[config.mk]
export PLATFORM = sky130hd
export DESIGN_NAME = module_alu_operand_loader_flat
export DESIGN_NICKNAME = d
export VERILOG_FILES = /design/src/rtl/module_alu_operand_loader_pkg.sv /design/src/rtl/module_alu_operand_loader_if.sv /design/src/rtl/module_alu_operand_loader_debouncer.sv /design/src/rtl/module_alu_operand_loader.sv /design/src/flat_wrapper.sv
export SDC_FILE = /design/constraint.sdc
export NUM_CORES = 1
export LEC_CHECK = 0
export BUFFER_PORTS_ARGS = -buffer_cell sky130_fd_sc_hd__buf_2
export CAP_MARGIN = 15
export CORE_ASPECT_RATIO = 0.9
export CORE_UTILIZATION = 38
export CTS_CLUSTER_DIAMETER = 100
export CTS_CLUSTER_SIZE = 16
export DETAILED_ROUTE_END_ITERATION = 8
export PLACE_DENSITY = 0.74
export SYNTH_ARGS = -nofsm -noshare
export SYNTH_HDL_FRONTEND = slang
export SYNTH_HIERARCHICAL = 1
export SYNTH_SLANG_ARGS = --single-unit
export TNS_END_PERCENT = 1
[constraint.sdc]
create_clock -name clk_i -period 3.2 [get_ports clk_i]
set_clock_uncertainty 0.15 [all_clocks]
set_input_delay 0.16 -clock clk_i [delete_from_list [all_inputs] [get_ports clk_i]]
set_output_delay 0.16 -clock clk_i [all_outputs]
set_load 0.1 [all_outputs]
[src/rtl/module_alu_operand_loader_pkg.sv]
// Shared bit-width package for the ALU datapath and its operand loader.
// Holds the datapath widths, the opcode type and the loader FSM state encoding.
package pkg_bits;

    localparam int BITS_WIDTH = 8;
    localparam int OP_WIDTH   = 4;

    typedef logic [BITS_WIDTH-1:0] bits_t;
    typedef logic [BITS_WIDTH:0]   bitsw_t;
    typedef logic [OP_WIDTH-1:0]   op_t;

    typedef enum logic [1:0] {
        S_WAIT_A  = 2'd0,
        S_WAIT_B  = 2'd1,
        S_WAIT_OP = 2'd2,
        S_VALID   = 2'd3
    } loader_state_t;

    // The opcode and its fill flag share one switch word: opcode low, flag just above it.
    function automatic op_t opcode_field(input bits_t word);
        return word[OP_WIDTH-1:0];
    endfunction

    function automatic logic flag_field(input bits_t word);
        return word[OP_WIDTH];
    endfunction

endpackage

[src/rtl/module_alu_operand_loader_if.sv]
// Operand-loader bus: switch/button inputs plus the registered operand bundle and handshake.
// master = board/upstream side driving switches and ready, slave = the loader itself.
interface module_alu_operand_loader_if;
    import pkg_bits::*;

    bits_t       data_i;
    logic        load_i;
    logic        clear_i;
    logic        ready_i;
    bits_t       ALUA_o;
    bits_t       ALUB_o;
    op_t         ALUControl_o;
    logic        ALUFlagIn_o;
    logic        valid_o;
    logic [1:0]  stage_o;

    modport master (
        output data_i, load_i, clear_i, ready_i,
        input  ALUA_o, ALUB_o, ALUControl_o, ALUFlagIn_o, valid_o, stage_o
    );

    modport slave (
        input  data_i, load_i, clear_i, ready_i,
        output ALUA_o, ALUB_o, ALUControl_o, ALUFlagIn_o, valid_o, stage_o
    );

endinterface

[src/rtl/module_alu_operand_loader_debouncer.sv]
// Button conditioner: 2-flop synchronizer followed by a stability counter.
// Everything resets high so a button held through reset never looks like a fresh press.
module module_debouncer #(
    parameter int DEBOUNCE_CYCLES = 16
) (
    input  logic clk_i,
    input  logic rst_i,
    input  logic i_raw,
    output logic o_level
);

    localparam int CW = $clog2(DEBOUNCE_CYCLES + 1);
    localparam logic [CW-1:0] CNT_LAST = CW'(DEBOUNCE_CYCLES - 1);

    logic          r_sync1;
    logic          r_sync2;
    logic          r_level;
    logic [CW-1:0] r_cnt;

    // A new level is accepted on the DEBOUNCE_CYCLES-th consecutive differing sample.
    always_ff @(posedge clk_i or posedge rst_i) begin
        if (rst_i) begin
            r_sync1 <= 1'b1;
            r_sync2 <= 1'b1;
            r_level <= 1'b1;
            r_cnt   <= '0;
        end else begin
            r_sync1 <= i_raw;
            r_sync2 <= r_sync1;
            if (r_sync2 == r_level) begin
                r_cnt <= '0;
            end else if (r_cnt == CNT_LAST) begin
                r_level <= r_sync2;
                r_cnt   <= '0;
            end else begin
                r_cnt <= r_cnt + 1'b1;
            end
        end
    end

    assign o_level = r_level;

endmodule

[src/rtl/module_alu_operand_loader.sv]
// Operand loader: captures A, B, opcode+flag one per load press and offers them as a valid/ready bundle.
// Define ALU_LOADER_DEBOUNCE_EN to synchronize and debounce load_i; otherwise load_i is taken as clean.
module module_alu_operand_loader
    import pkg_bits::*;
#(
    parameter int DEBOUNCE_CYCLES = 16
) (
    input  logic                          clk_i,
    input  logic                          rst_i,
    module_alu_operand_loader_if.slave    bus
);

    if (BITS_WIDTH < OP_WIDTH + 1) begin : g_width_check
        $error("BITS_WIDTH must be at least OP_WIDTH+1 to carry the opcode and flag");
    end
    if (DEBOUNCE_CYCLES < 1) begin : g_debounce_check
        $error("DEBOUNCE_CYCLES must be at least 1");
    end

    loader_state_t r_state;
    loader_state_t w_stateNext;
    bits_t         r_aluA;
    bits_t         r_aluB;
    op_t           r_aluOp;
    logic          r_aluFlag;
    logic          r_valid;
    logic          r_loadQ;
    logic          w_loadS;
    logic          w_loadEdge;
    logic          w_capA;
    logic          w_capB;
    logic          w_capOp;
    logic          w_clr;

`ifdef ALU_LOADER_DEBOUNCE_EN
    module_debouncer #(
        .DEBOUNCE_CYCLES (DEBOUNCE_CYCLES)
    ) u_debouncer (
        .clk_i   (clk_i),
        .rst_i   (rst_i),
        .i_raw   (bus.load_i),
        .o_level (w_loadS)
    );
`else
    assign w_loadS = bus.load_i;
`endif

    // History resets high so a button already held at reset release gives no edge.
    always_ff @(posedge clk_i or posedge rst_i) begin
        if (rst_i) begin
            r_loadQ <= 1'b1;
        end else begin
            r_loadQ <= w_loadS;
        end
    end

    assign w_loadEdge = w_loadS & ~r_loadQ;

    always_ff @(posedge clk_i or posedge rst_i) begin
        if (rst_i) begin
            r_state <= S_WAIT_A;
            r_valid <= 1'b0;
        end else begin
            r_state <= w_stateNext;
            r_valid <= (w_stateNext == S_VALID);
        end
    end

    // clear_i outranks both a load edge and a ready handshake in the same cycle.
    always_comb begin
        w_stateNext = r_state;
        w_capA      = 1'b0;
        w_capB      = 1'b0;
        w_capOp     = 1'b0;
        w_clr       = 1'b0;
        if (bus.clear_i) begin
            w_stateNext = S_WAIT_A;
            w_clr       = 1'b1;
        end else begin
            case (r_state)
                S_WAIT_A: begin
                    if (w_loadEdge) begin
                        w_capA      = 1'b1;
                        w_stateNext = S_WAIT_B;
                    end
                end
                S_WAIT_B: begin
                    if (w_loadEdge) begin
                        w_capB      = 1'b1;
                        w_stateNext = S_WAIT_OP;
                    end
                end
                S_WAIT_OP: begin
                    if (w_loadEdge) begin
                        w_capOp     = 1'b1;
                        w_stateNext = S_VALID;
                    end
                end
                S_VALID: begin
                    if (r_valid && bus.ready_i) begin
                        w_stateNext = S_WAIT_A;
                    end
                end
                default: w_stateNext = S_WAIT_A;
            endcase
        end
    end

    // Fields only change on their own capture or a clear, so they hold through S_VALID.
    always_ff @(posedge clk_i or posedge rst_i) begin
        if (rst_i) begin
            r_aluA    <= '0;
            r_aluB    <= '0;
            r_aluOp   <= '0;
            r_aluFlag <= 1'b0;
        end else if (w_clr) begin
            r_aluA    <= '0;
            r_aluB    <= '0;
            r_aluOp   <= '0;
            r_aluFlag <= 1'b0;
        end else begin
            if (w_capA) begin
                r_aluA <= bus.data_i;
            end
            if (w_capB) begin
                r_aluB <= bus.data_i;
            end
            if (w_capOp) begin
                r_aluOp   <= opcode_field(bus.data_i);
                r_aluFlag <= flag_field(bus.data_i);
            end
        end
    end

    assign bus.ALUA_o       = r_aluA;
    assign bus.ALUB_o       = r_aluB;
    assign bus.ALUControl_o = r_aluOp;
    assign bus.ALUFlagIn_o  = r_aluFlag;
    assign bus.valid_o      = r_valid;
    assign bus.stage_o      = r_state;

endmodule

[src/flat_wrapper.sv]
// flat-port wrapper written by rule: the top's interface ports become plain ports
module module_alu_operand_loader_flat import pkg_bits::*;
#(
    parameter int DEBOUNCE_CYCLES = 16
)
  (clk_i, rst_i, bus_data_i, bus_load_i, bus_clear_i, bus_ready_i, bus_ALUA_o, bus_ALUB_o, bus_ALUControl_o, bus_ALUFlagIn_o, bus_valid_o, bus_stage_o);
  module_alu_operand_loader_if bus_i ();
  input  logic clk_i;
  input  logic rst_i;
  input wire logic [$bits(bus_i.data_i)-1:0] bus_data_i;
  input wire logic [$bits(bus_i.load_i)-1:0] bus_load_i;
  input wire logic [$bits(bus_i.clear_i)-1:0] bus_clear_i;
  input wire logic [$bits(bus_i.ready_i)-1:0] bus_ready_i;
  output wire logic [$bits(bus_i.ALUA_o)-1:0] bus_ALUA_o;
  output wire logic [$bits(bus_i.ALUB_o)-1:0] bus_ALUB_o;
  output wire logic [$bits(bus_i.ALUControl_o)-1:0] bus_ALUControl_o;
  output wire logic [$bits(bus_i.ALUFlagIn_o)-1:0] bus_ALUFlagIn_o;
  output wire logic [$bits(bus_i.valid_o)-1:0] bus_valid_o;
  output wire logic [$bits(bus_i.stage_o)-1:0] bus_stage_o;
  assign bus_i.data_i = bus_data_i;
  assign bus_i.load_i = bus_load_i;
  assign bus_i.clear_i = bus_clear_i;
  assign bus_i.ready_i = bus_ready_i;
  assign bus_ALUA_o = bus_i.ALUA_o;
  assign bus_ALUB_o = bus_i.ALUB_o;
  assign bus_ALUControl_o = bus_i.ALUControl_o;
  assign bus_ALUFlagIn_o = bus_i.ALUFlagIn_o;
  assign bus_valid_o = bus_i.valid_o;
  assign bus_stage_o = bus_i.stage_o;
  module_alu_operand_loader #(.DEBOUNCE_CYCLES(DEBOUNCE_CYCLES)) u_core (.clk_i(clk_i), .rst_i(rst_i), .bus(bus_i));
endmodule
==> flow_summary_export.csv <==
group,metric,value,unit
critical_path,reg2reg_to,"u_core/bus.ALUA_o[6]$_DFFE_PP0P_",
job,maxCapViolCount,0,
critical_path,crit_arrival,1680,ps
critical_path,required,3250,ps
pwr,power.internal,0.4081,mW
global_route,grt_pass1_wl,3.663,mm
die,die_y,54.39,µm
pwr,p_leak,0.8006,nW
global_route,overflow,0,
synthesis,synth.distinct_cells,15,
route,drc,0,
route,routed_wirelength,2.356,mm
status,status,"finished clean",
clocking,cts_root_buffer,"clkbuf_4",
layout,diodes,0,
clocking,cts_tree,"yes",
clocking,clockBufferDepth,2,
pwr,p_seq_share,55.2,%
place,dp_hpwl,1.706,mm
global_route,grt_max_degree,33,
die,core_area,2815,µm²
synthesis,synth_edf_count,0,
pwr,max-vdd-ir-drop,360.9,µV
route,postRouteAntennaNets,0,
min_path,min_path_type,"primary input to flop",
timing,finalSetupTns,0,ps
route,drt_iter0_drc,25,
pwr,p_per_area,411.9,nW/µm²
pwr,power_switching_share,32.55,%
place,io_buffers,36,
clocking,post_cts_buffers,0,
timing,max_freq,613.5,MHz
min_path,hold_end,"u_core/bus.ALUB_o[1]$_DFFE_PP0P_",
synthesis,syn_avg_cell_area,12.20,µm²
timing,period_minus_slack,1630,ps
place,place_area,1371,µm²
die,num_rows,18,
layout,final_net_count,151,
synthesis,synthTopCellsByArea,"dfrtp_1 52%, mux2i_1 18%, nand2b_1 17%, dfstp_2 2.3%, nand4bb_1 1.9%",
layout,finalInstanceArea,1469,µm²
synthesis,yosysMostFrequentCell,"nand2b_1",
synthesis,yosysSeqAreaShare,54.10,%
synthesis,ys_ff_latch,25,
layout,drive_gt1_share,31.39,%
critical_path,r2r_setup_slack,1570,ps
timing,setup_violations,0,
route,vias,852,
synthesis,syn_inst,95,
route,dr.pass1.iters,4,
timing,finalHoldViolations,0,
timing,relSlewSlack,39.42,%
critical_path,start_kind,"flop",
global_route,track_usage,15.30,%
pwr,p_switching,0.1969,mW
synthesis,ys.flop_type,"dfrtp_1",
critical_path,cp-end-kind,"flop",
clocking,path_clk_slew,130,ps
route,viasPerCell,4.814,
clocking,cts_buffers,3,
die,die-area,3274,µm²
timing,slew_violations,0,
global_route,grt_antenna_before_repair,0,
route,wire_per_inst,13.31,µm
critical_path,reg2regPathDepth,2,
die,die_x,60.21,µm
clocking,htreeDepth,1,
synthesis,yosysTopAreaCellShare,51.84,%
timing,tightestPinTransition,907.8,ps
timing,rsz0062_at_grt,"no",
synthesis,yosysWarnings,6,
synthesis,synth_fp_nets,108,
critical_path,worstPathMaxFanout,9,
critical_path,critPathKind,"flop to flop",
die,start_util,41.16,%
synthesis,async_reset_ff_share,100.0,%
pwr,power.share.clock,22.7,%
global_route,first_global_vias,798,
min_path,whs_path_depth,3,
timing,fin_crit_sh,50.94,%
layout,area_growth,26.78,%
synthesis,ys_top_cells_by_count,"31 x nand2b_1, 24 x dfrtp_1, 21 x mux2i_1",
critical_path,r2r_start,"u_core/bus.stage_o[0]$_DFF_PP0_",
die,io_pins,37,
clocking,insertion_delay,310,ps
synthesis,synth_area,1159,µm²
min_path,worstHoldStart,"bus_data_i[1]",
clocking,clkSinkCount,25,
pwr,p_comb_share,22.2,%
place,gp_congestion,0.8453,
synthesis,yosysTopAreaCell,"dfrtp_1",
-- metrics by stage --
step	power (mW)	setup WS [ps]	hold slack, ps	instances	utilization (%)
2_1_floorplan	0.4412	1233	14.48	95	-
3_3_place_gp	0.4659	1620	165.9	166	48.71
3_5_place_dp	0.4686	1581	168.5	166	48.71
4_1_cts	0.6106	1556	2.112	176	51.82
5_1_grt	0.6350	1427	13.45	177	52.18
6_report	0.6050	1570	21.71	177	52.18
-- cell type report --
type | instances | area (µm²)
clock inverter | 1 | 5.005
inverter | 2 | 7.507
multi-input combinational | 62 | 499.2
timing repair buffer | 44 | 257.7
fill | 267 | 1346
sequential | 25 | 626.9
tap | 40 | 50.05
clock buffer | 3 | 22.52
-- worst max-delay path by stage --
stage	cells after the start	endpoint	slack [ps]	startpoint
global placement	2	u_core/bus.ALUA_o[3]$_DFFE_PP0P_	1620	u_core/bus.stage_o[0]$_DFF_PP0_
global route	3	u_core/bus.ALUB_o[7]$_DFFE_PP0P_	1430	u_core/bus.stage_o[0]$_DFF_PP0_
CTS	2	u_core/bus.ALUA_o[6]$_DFFE_PP0P_	1560	u_core/bus.stage_o[0]$_DFF_PP0_
detailed placement	2	u_core/bus.ALUA_o[6]$_DFFE_PP0P_	1580	u_core/bus.stage_o[0]$_DFF_PP0_
floorplan	3	u_core/bus.ALUA_o[3]$_DFFE_PP0P_	1230	u_core/bus.stage_o[0]$_DFF_PP0_
finish	2	u_core/bus.ALUA_o[6]$_DFFE_PP0P_	1570	u_core/bus.stage_o[0]$_DFF_PP0_
-- per-layer routing --
metal | wire length [µm] | track usage [%] | vias to the layer above
li1 | - | - | 408
met1 | 1067 | 18.78 | 415
met2 | 1148 | 27.47 | 29
met3 | 141 | 4.728 | 0
met4 | 0 | 1.163 | 0
met5 | 0 | 0 | -
-- power by group through the flow --
| stage | sequential, mW | combinational (mW) | clock [mW] |
|---|---|---|---|
| final | 0.334 | 0.134 | 0.137 |
| after global routing | 0.335 | 0.142 | 0.158 |
| after CTS | 0.334 | 0.135 | 0.142 |
| after detailed placement | 0.340 | 0.129 | 0 |
| after global placement | 0.339 | 0.127 | 0 |
| after floorplan | 0.405 | 0.0365 | 0 |
-- repair_timing --
action                    in CTS  in global routing
hold endpoints to repair      31                  1
hold buffers                   6                  1
resized for setup              0                  0
-- registers in the layout, summed over array words and instances (netlist names) --
register,flops
u_core/bus.ALUA_o,8
u_core/bus.valid_o,1
u_core/bus.ALUB_o,8
u_core/bus.ALUControl_o,4
u_core/bus.ALUFlagIn_o,1
u_core/r_loadQ,1
u_core/bus.stage_o,2
-- critical path: stages, from the launching register on --
cell and delay [ps]:
dfrtp_1 490, or4b_1 710, mux2i_1 180
-- cells by family (layout without fill, tap and decap cells) --
logic type | Yosys count | in the layout | share of synthesized area, %
muxes | 21 | 21 | 18.14
AOI/OAI and AO/OA | 4 | 4 | 2.700
and+or+nand+nor | 37 | 37 | 22.25
DFF | 25 | 25 | 54.10
buffers and inverters | 8 | 50 | 2.808
-- layout by cell type (no fill, tap or decap) --
master and instances:
clkinv_2 1, clkbuf_4 3, dfrtp_1 24, buf_4 1, or4b_1 1, and3_1 1, nand2b_1 31, inv_1 2
dlygate4sd3_1 7, nor4b_2 1, a41o_1 1, o22ai_1 1, buf_2 36, nor4bb_1 1, dfstp_2 1, nand4bb_1 2
mux2i_1 21, a211oi_1 2
No activity file was read; power rests on OpenSTA's default activity.
